## config.mk

```make
export PLATFORM = sky130hd
export DESIGN_NAME = pixel_spi_tx
export DESIGN_NICKNAME = d
export VERILOG_FILES = /design/src/rtl/pixel_link_defs.sv /design/src/rtl/pixel_tx_fifo.sv /design/src/rtl/pixel_spi_tx.sv
export SDC_FILE = /design/constraint.sdc
export NUM_CORES = 1
export LEC_CHECK = 0
export ABC_CLOCK_PERIOD_IN_PS = 2400
export CAP_MARGIN = 20
export CORE_MARGIN = 1
export CORE_UTILIZATION = 54
export DETAILED_ROUTE_END_ITERATION = 8
export GPL_TIMING_DRIVEN = 1
export PLACE_DENSITY_LB_ADDON = 0.08
export SYNTH_ARGS = -nofsm -noshare
export SYNTH_HDL_FRONTEND = slang
export SYNTH_SLANG_ARGS = --single-unit
```

## constraint.sdc

```tcl
create_clock -name CLOCK_50 -period 2.4 [get_ports CLOCK_50]
set_clock_uncertainty 0.15 [all_clocks]
set_input_delay 0.48 -clock CLOCK_50 [delete_from_list [all_inputs] [get_ports CLOCK_50]]
set_output_delay 0.48 -clock CLOCK_50 [all_outputs]
set_load 0.01 [all_outputs]
```

## src/rtl/pixel_link_defs.sv

```systemverilog
// Shared definitions for the pixel-update serial link.
// Used by the game-side transmitter (pixel_spi_tx) and the display-side
// receiver, so the frame layout and FSM encoding stay identical on both ends.
//   FRAME_BITS       : bits per serial frame
//   *_MSB / *_LSB    : field positions of X, Y and DATA inside a frame
//   tx_state_e       : transmitter FSM state encoding
//   pack_frame()     : builds a frame word from its three fields
package pixel_link_defs;

    localparam int FRAME_BITS = 24;

    localparam int X_MSB    = 23;
    localparam int X_LSB    = 16;
    localparam int Y_MSB    = 15;
    localparam int Y_LSB    = 8;
    localparam int DATA_MSB = 7;
    localparam int DATA_LSB = 0;

    typedef enum logic [2:0] {
        ST_IDLE  = 3'd0,
        ST_LEAD  = 3'd1,
        ST_SHIFT = 3'd2,
        ST_TRAIL = 3'd3,
        ST_GAP   = 3'd4
    } tx_state_e;

    function automatic logic [FRAME_BITS-1:0] pack_frame(
        input logic [7:0] x,
        input logic [7:0] y,
        input logic [7:0] data
    );
        logic [FRAME_BITS-1:0] f;
        f                   = '0;
        f[X_MSB:X_LSB]       = x;
        f[Y_MSB:Y_LSB]       = y;
        f[DATA_MSB:DATA_LSB] = data;
        return f;
    endfunction

endpackage

```

## src/rtl/pixel_tx_fifo.sv

```systemverilog
// Small synchronous FIFO holding pending pixel writes.
//   clk, rst_n : clock, asynchronous active-low reset
//   push       : write wr_data this edge (ignored when full)
//   pop        : advance the read pointer this edge (ignored when empty)
//   wr_data    : word to store
//   rd_data    : oldest stored word, read straight from the storage flops
//   full/empty : occupancy flags, derived from the registered count only
//   level      : number of stored words (0..DEPTH)
module pixel_tx_fifo #(
    parameter int DEPTH = 4,
    parameter int WIDTH = 24
) (
    input  logic                     clk,
    input  logic                     rst_n,
    input  logic                     push,
    input  logic                     pop,
    input  logic [WIDTH-1:0]         wr_data,
    output logic [WIDTH-1:0]         rd_data,
    output logic                     full,
    output logic                     empty,
    output logic [$clog2(DEPTH):0]   level
);

    localparam int PTR_W = $clog2(DEPTH);
    localparam logic [PTR_W:0] FULL_COUNT = (PTR_W+1)'(DEPTH);

    logic [PTR_W-1:0] wr_ptr_q, wr_ptr_d;
    logic [PTR_W-1:0] rd_ptr_q, rd_ptr_d;
    logic [PTR_W:0]   count_q, count_d;
    logic [WIDTH-1:0] mem_q [DEPTH];
    logic [WIDTH-1:0] mem_d [DEPTH];
    logic             do_push;
    logic             do_pop;

    assign full    = (count_q == FULL_COUNT);
    assign empty   = (count_q == '0);
    assign level   = count_q;
    assign rd_data = mem_q[rd_ptr_q];

    always_comb begin
        do_push  = push && !full;
        do_pop   = pop && !empty;
        mem_d    = mem_q;
        wr_ptr_d = wr_ptr_q;
        rd_ptr_d = rd_ptr_q;
        count_d  = count_q;

        if (do_push) begin
            mem_d[wr_ptr_q] = wr_data;
            wr_ptr_d        = wr_ptr_q + 1'b1;   // wraps modulo DEPTH
        end
        if (do_pop) begin
            rd_ptr_d = rd_ptr_q + 1'b1;
        end

        // Push and pop together leave the count unchanged.
        case ({do_push, do_pop})
            2'b10:   count_d = count_q + 1'b1;
            2'b01:   count_d = count_q - 1'b1;
            default: count_d = count_q;
        endcase
    end

    always_ff @(posedge clk or negedge rst_n) begin
        if (!rst_n) begin
            wr_ptr_q <= '0;
            rd_ptr_q <= '0;
            count_q  <= '0;
            for (int i = 0; i < DEPTH; i++) begin
                mem_q[i] <= '0;
            end
        end else begin
            wr_ptr_q <= wr_ptr_d;
            rd_ptr_q <= rd_ptr_d;
            count_q  <= count_d;
            mem_q    <= mem_d;
        end
    end

endmodule

```

## src/rtl/pixel_spi_tx.sv

```systemverilog
// Pixel-update SPI transmitter (mode 0, 24-bit frames {X,Y,DATA}, MSB first).
//   CLOCK_50, RESET_N : system clock, asynchronous active-low reset
//   IN_VALID/IN_READY : pixel write handshake. A write transfers on a rising
//                       edge where IN_VALID && IN_READY; IN_READY depends only
//                       on registered FIFO occupancy, never on IN_VALID.
//   IN_X, IN_Y, IN_DATA : pixel fields, captured on the transfer edge
//   SPI_SCLK, SPI_MOSI, SPI_CS_N : serial link (SCLK idles low)
//   BUSY       : FSM is not in IDLE
//   FIFO_LEVEL : queued writes, not counting the frame in the shifter
module pixel_spi_tx
    import pixel_link_defs::*;
#(
    parameter int CLK_DIV    = 4,
    parameter int GAP_CYCLES = 8,
    parameter int FIFO_DEPTH = 4
) (
    input  logic                          CLOCK_50,
    input  logic                          RESET_N,
    input  logic                          IN_VALID,
    output logic                          IN_READY,
    input  logic [7:0]                    IN_X,
    input  logic [7:0]                    IN_Y,
    input  logic [7:0]                    IN_DATA,
    output logic                          SPI_SCLK,
    output logic                          SPI_MOSI,
    output logic                          SPI_CS_N,
    output logic                          BUSY,
    output logic [$clog2(FIFO_DEPTH):0]   FIFO_LEVEL
);

    // One counter serves both the SCLK half-period divider and the gap timer.
    localparam int CNT_MAX = (CLK_DIV > GAP_CYCLES) ? CLK_DIV : GAP_CYCLES;
    localparam int CNT_W   = $clog2(CNT_MAX + 1);
    localparam logic [CNT_W-1:0] DIV_LAST = CNT_W'(CLK_DIV - 1);
    localparam logic [CNT_W-1:0] GAP_LAST = CNT_W'(GAP_CYCLES - 1);
    // 24 bits -> 48 SCLK edges; index of the final (falling) edge.
    localparam logic [5:0]       LAST_TOG = 6'd47;

    tx_state_e               state_q, state_d;
    logic [CNT_W-1:0]        cnt_q, cnt_d;
    logic [5:0]              tog_q, tog_d;
    logic [FRAME_BITS-1:0]   shift_q, shift_d;
    logic                    sclk_q, sclk_d;
    logic                    cs_n_q, cs_n_d;

    logic                    fifo_push;
    logic                    fifo_pop;
    logic                    fifo_full;
    logic                    fifo_empty;
    logic [FRAME_BITS-1:0]   fifo_rd_data;

    assign fifo_push = IN_VALID && !fifo_full;
    assign IN_READY  = !fifo_full;

    pixel_tx_fifo #(
        .DEPTH (FIFO_DEPTH),
        .WIDTH (FRAME_BITS)
    ) u_fifo (
        .clk     (CLOCK_50),
        .rst_n   (RESET_N),
        .push    (fifo_push),
        .pop     (fifo_pop),
        .wr_data (pack_frame(IN_X, IN_Y, IN_DATA)),
        .rd_data (fifo_rd_data),
        .full    (fifo_full),
        .empty   (fifo_empty),
        .level   (FIFO_LEVEL)
    );

    // MOSI is the shifter MSB: it moves only when the shifter moves, which
    // happens only on a falling SCLK edge, and clearing the shifter at the
    // end of a frame returns MOSI to 0.
    assign SPI_MOSI = shift_q[FRAME_BITS-1];
    assign SPI_SCLK = sclk_q;
    assign SPI_CS_N = cs_n_q;
    assign BUSY     = (state_q != ST_IDLE);

    always_comb begin
        state_d  = state_q;
        cnt_d    = cnt_q;
        tog_d    = tog_q;
        shift_d  = shift_q;
        sclk_d   = sclk_q;
        cs_n_d   = cs_n_q;
        fifo_pop = 1'b0;

        case (state_q)
            ST_IDLE: begin
                if (!fifo_empty) begin
                    fifo_pop = 1'b1;
                    shift_d  = fifo_rd_data;
                    cs_n_d   = 1'b0;
                    cnt_d    = '0;
                    state_d  = ST_LEAD;
                end
            end

            ST_LEAD: begin
                if (cnt_q == DIV_LAST) begin
                    cnt_d   = '0;
                    tog_d   = '0;
                    state_d = ST_SHIFT;
                end else begin
                    cnt_d = cnt_q + 1'b1;
                end
            end

            ST_SHIFT: begin
                if (cnt_q == DIV_LAST) begin
                    cnt_d  = '0;
                    sclk_d = !sclk_q;
                    tog_d  = tog_q + 6'd1;
                    if (sclk_q) begin
                        // Falling edge: the last one ends the frame and keeps
                        // bit 0 on MOSI through TRAIL.
                        if (tog_q == LAST_TOG) begin
                            state_d = ST_TRAIL;
                        end else begin
                            shift_d = {shift_q[FRAME_BITS-2:0], 1'b0};
                        end
                    end
                end else begin
                    cnt_d = cnt_q + 1'b1;
                end
            end

            ST_TRAIL: begin
                if (cnt_q == DIV_LAST) begin
                    cnt_d   = '0;
                    cs_n_d  = 1'b1;
                    shift_d = '0;
                    state_d = ST_GAP;
                end else begin
                    cnt_d = cnt_q + 1'b1;
                end
            end

            ST_GAP: begin
                if (cnt_q == GAP_LAST) begin
                    cnt_d   = '0;
                    state_d = ST_IDLE;
                end else begin
                    cnt_d = cnt_q + 1'b1;
                end
            end

            default: begin
                state_d = ST_IDLE;
            end
        endcase
    end

    always_ff @(posedge CLOCK_50 or negedge RESET_N) begin
        if (!RESET_N) begin
            state_q <= ST_IDLE;
            cnt_q   <= '0;
            tog_q   <= '0;
            shift_q <= '0;
            sclk_q  <= 1'b0;
            cs_n_q  <= 1'b1;
        end else begin
            state_q <= state_d;
            cnt_q   <= cnt_d;
            tog_q   <= tog_d;
            shift_q <= shift_d;
            sclk_q  <= sclk_d;
            cs_n_q  <= cs_n_d;
        end
    end

endmodule
```

==> summary.md <==
| Metric | Value |
|---|---|
| Worst hold margin | just over 300 ps |
| Worst Hold Path Cells | 2 |
| RSZ-0062 raised after global routing | true |
| Syn_area_per_cell | 13.8 µm² |
| Pwr/cell area | 1520 nW/µm² |
| Worst-margin pin slew | a little under 700 ps |
| I/O Buffers | 34 |
| Storage cell area | 3560 µm² |
| Inserted Clock Buffers | 17 |
| First-pass GRT wire length | ~22 mm |
| Setup tns final | 0 ps |
| WL/cell | 18.7 µm |
| Setup violations, final | 0 |
| Longest Clk Path Bufs | 2 |
| Initial Util | 0.556 |
| Crit share post-route | 0.998 |
| Initial antenna violation count | 0 |
| Crit-path leading delay family | simple AND/OR/NAND/NOR gates |
| FMAX | 417 MHz |
| CTS tree | yes |
| Hold Fails Final Rpt | 0 |
| Status | finished clean |
| Fillers | 861 |
| Syn nets | 520 |
| Fin crit period | 2400 ps |
| Pin count of the biggest net entering global routing | 58 |
| Post-DP HPWL | a little over 8 mm |
| DRT Pass-1 Iters | 4 |
| Area grow syn2layout | 21.5% |
| Setup CP Type | flop to flop |
| Slowest CP cell | dfrtp_1 |
| FF-to-FF path depth | 10 |
| Clk sinks | 142 |
| Critical path, cell by cell | or3_4 > or2_4 > clkinv_4 > buf_6 > ha_4 > inv_2 > fa_2 > xor2_1 > nor2_1 > xor2_1 |
| R2R Setup Slk | 4 ps |
| Die ar. | 12800 µm² |
| NetSw | between 3000 and 4000 µW |
| Max_cap viols | 0 |
| Design Power | 12400 µW |
| Root buffer cell | clkbuf_16 |
| Synth async-reset ratio | 1.00 |
| Total grt overflow | 0 |
| H-tree depth | 4 |
| Via density | 5.83 |
| DRT antenna net count | 0 |
| Buf+Inv Stages, Crit Path | 3 |
| Sequential power share | 0.337 |
| Final Slew Violations | 0 |
| Multi-input logic area | 2990 µm² |
| Ant diodes | 0 |
| Largest stage delay on the critical path | 390 ps |
| Comb pwr share | 0.455 |
| Synth area leaders | dfrtp_1, mux2_2, mux2_4, mux2i_1, a221o_1 |
| Predominant post-synthesis flop cell | dfrtp_1 |
| Final WS setup | roughly 4.3 ps |
| Worst-path maximum fanout | 3 |
| Clk_lat worst skew | 420 ps |
| Synth Cell Area | roughly 6700 µm² |
| Peak supply drop | 0.644 mV |
| WL final | between 10 and 15 mm |
| Critical R2R Capture | u_fifo.level[2] |
| IO Count | 35 |
| Hold path endpoint | SPI_CS_N |
| Post-synthesis sequential area ratio | 0.532 |
| Yosys reg bits | 142 |
| Reg clk slew, reported paths | around 60 ps |
| Routed via count | between 4000 and 5000 |
| Slew headroom | 0.551 |
| CP required | 2590 ps |
| Post-synth top area share | 0.528 |
| Hold_sp | SPI_CS_N |
| Sw frac | 0.316 |
| P_leak | 0.00362 µW |
| GRT Util Overall | 0.230 |
| Iteration-0 DRC Markers | slightly above 200 |
| Routability Congestion | 0.814 |
| Rows | 40 |
| Int Pwr | 8470 µW |
| Most common cell in the synthesized netlist | dfrtp_1 |
| Number of synthesized flops with an enable pin | 0 |
| Setup WS pre-CTS | -99.4 ps |
| CP Launch Point | state_q[0] |
| Die Y | 113 µm |
| Number of remaining DRC errors | 0 |
| CP most frequent cell | xor2_1 |
| Yosys cell types | 47 |
| Mapped Cells | between 400 and 500 |
| Final net count | 589 |
| Hold WC Path Type | flop to flop |
| Core footprint | ~12000 µm² |
| CP startpoint kind | flop |
| Vias in the first global route | between 4000 and 5000 |
| Layout cells sized above 1 | 0.405 |
| Crit Reg-Reg Startpoint | state_q[0] |
| Data arrival, critical path | 2590 ps |
| Fin util | 0.676 |
| Setup crit end kind | flop |
| Post-synth top cells | dfrtp_1, mux2_2, nor3_1 |
| Warnings, synthesis | 0 |
| Largest area contributor in the netlist | dfrtp_1 |
| Power share of the clock group | 0.209 |
| Die Span X | 113 µm |
[routing by layer]
layer,up-vias,global-route usage,share of wire
met5,-,0,0
met4,0,0.114,0.018
met3,19,0.0450,0.026
met2,65,0.355,0.48
met1,2136,0.313,0.48
li1,1929,-,-
[through the flow]
stage               instances  area, µm²
detailed placement        674       7440
global placement          674       7440
floorplan                 485       6690
CTS                       706       8070
finish                    712       8120
global route              712       8120
[power groups by stage]
stage	Clock [µW]	Sequential, µW	Combinational (µW)
after global placement	0	4120	5300
after detailed placement	0	4190	5450
after CTS	2620	4160	5560
final	2580	4160	5630
after floorplan	0	4040	4100
after global routing	2720	4290	6120
[cell type report]
class | count | share of cell area
Timing Repair Buffer | 76 | 0.0940
Multi-Input combinational cell | 309 | 0.369
Tap cell | 147 | 0.0227
Inverter | 8 | 0.00432
Clock inverter | 6 | 0.0102
Clock buffer | 24 | 0.0618
Sequential cell | 142 | 0.438
[state kept, by name (all words and copies together), names as in the netlist]
| name | flops |
|---|---|
| cnt_q | 4 |
| shift_q | 24 |
| SPI_SCLK | 1 |
| u_fifo.rd_ptr_q | 2 |
| u_fifo.level | 3 |
| u_fifo.mem_q | 96 |
| tog_q | 6 |
| SPI_CS_N | 1 |
| state_q | 3 |
| u_fifo.wr_ptr_q | 2 |
[what timing repair did]
item | 4_1_cts | 5_1_grt
pin swaps | 2 | 7
buffers inserted | 0 | 6
hold endpoints to repair | 54 | 0
setup endpoints to repair | 24 | 22
cloned | 1 | 0
gates resized for setup | 4 | 2
hold buffers | 1 | 0
[cells in the final DEF (no fill, tap or decap), types with 2 or more instances in the layout]
cell               n
dfrtp_1          140
mux2_2           123
clkdlybuf4s50_1   33
buf_4             32
nor3_1            26
mux2i_1           23
a221o_1           22
mux2_4            19
nand2_1           17
clkbuf_16         17
nor2_1             8
o21ai_0            8
xnor2_1            8
buf_12             8
nand3_1            7
inv_1              6
ha_1               6
clkbuf_8           5
xor2_1             4
a22o_1             3
clkinv_2           3
nor3b_2            2
mux4_2             2
o22ai_4            2
o31ai_1            2
and3_1             2
o21ai_1            2
bufinv_16          2
clkbuf_1           2
buf_6              2
[worst max path at each step]
stage               slack [ps]              end  depth (start not counted)
floorplan                   30  u_fifo.level[2]                         10
global placement           -40      shift_q[23]                          5
detailed placement        -100      shift_q[19]                          5
CTS                          2  u_fifo.level[2]                         10
global route               -90  u_fifo.level[2]                         10
finish                       4  u_fifo.level[2]                         10
[cells by family (layout without fill, tap and decap cells)]
| family | Yosys count | after routing | synth area share |
|---|---|---|---|
| adders and majority gates | 8 | 8 | 0.0161 |
| muxes | 167 | 167 | 0.291 |
| DFF | 142 | 142 | 0.532 |
| and+or+nand+nor | 75 | 75 | 0.0597 |
| xor gates and xnor gates | 12 | 12 | 0.0157 |
| buffers and inverters | 35 | 114 | 0.0255 |
| AOI/OAI and AO/OA | 46 | 47 | 0.0597 |
[tightest hold or removal path: stages (launching register included)]
cell and delay (ps):
dfstp_2 360, nand2_1 50, nand2_1 40
No activity file was read; power rests on OpenSTA's default activity.
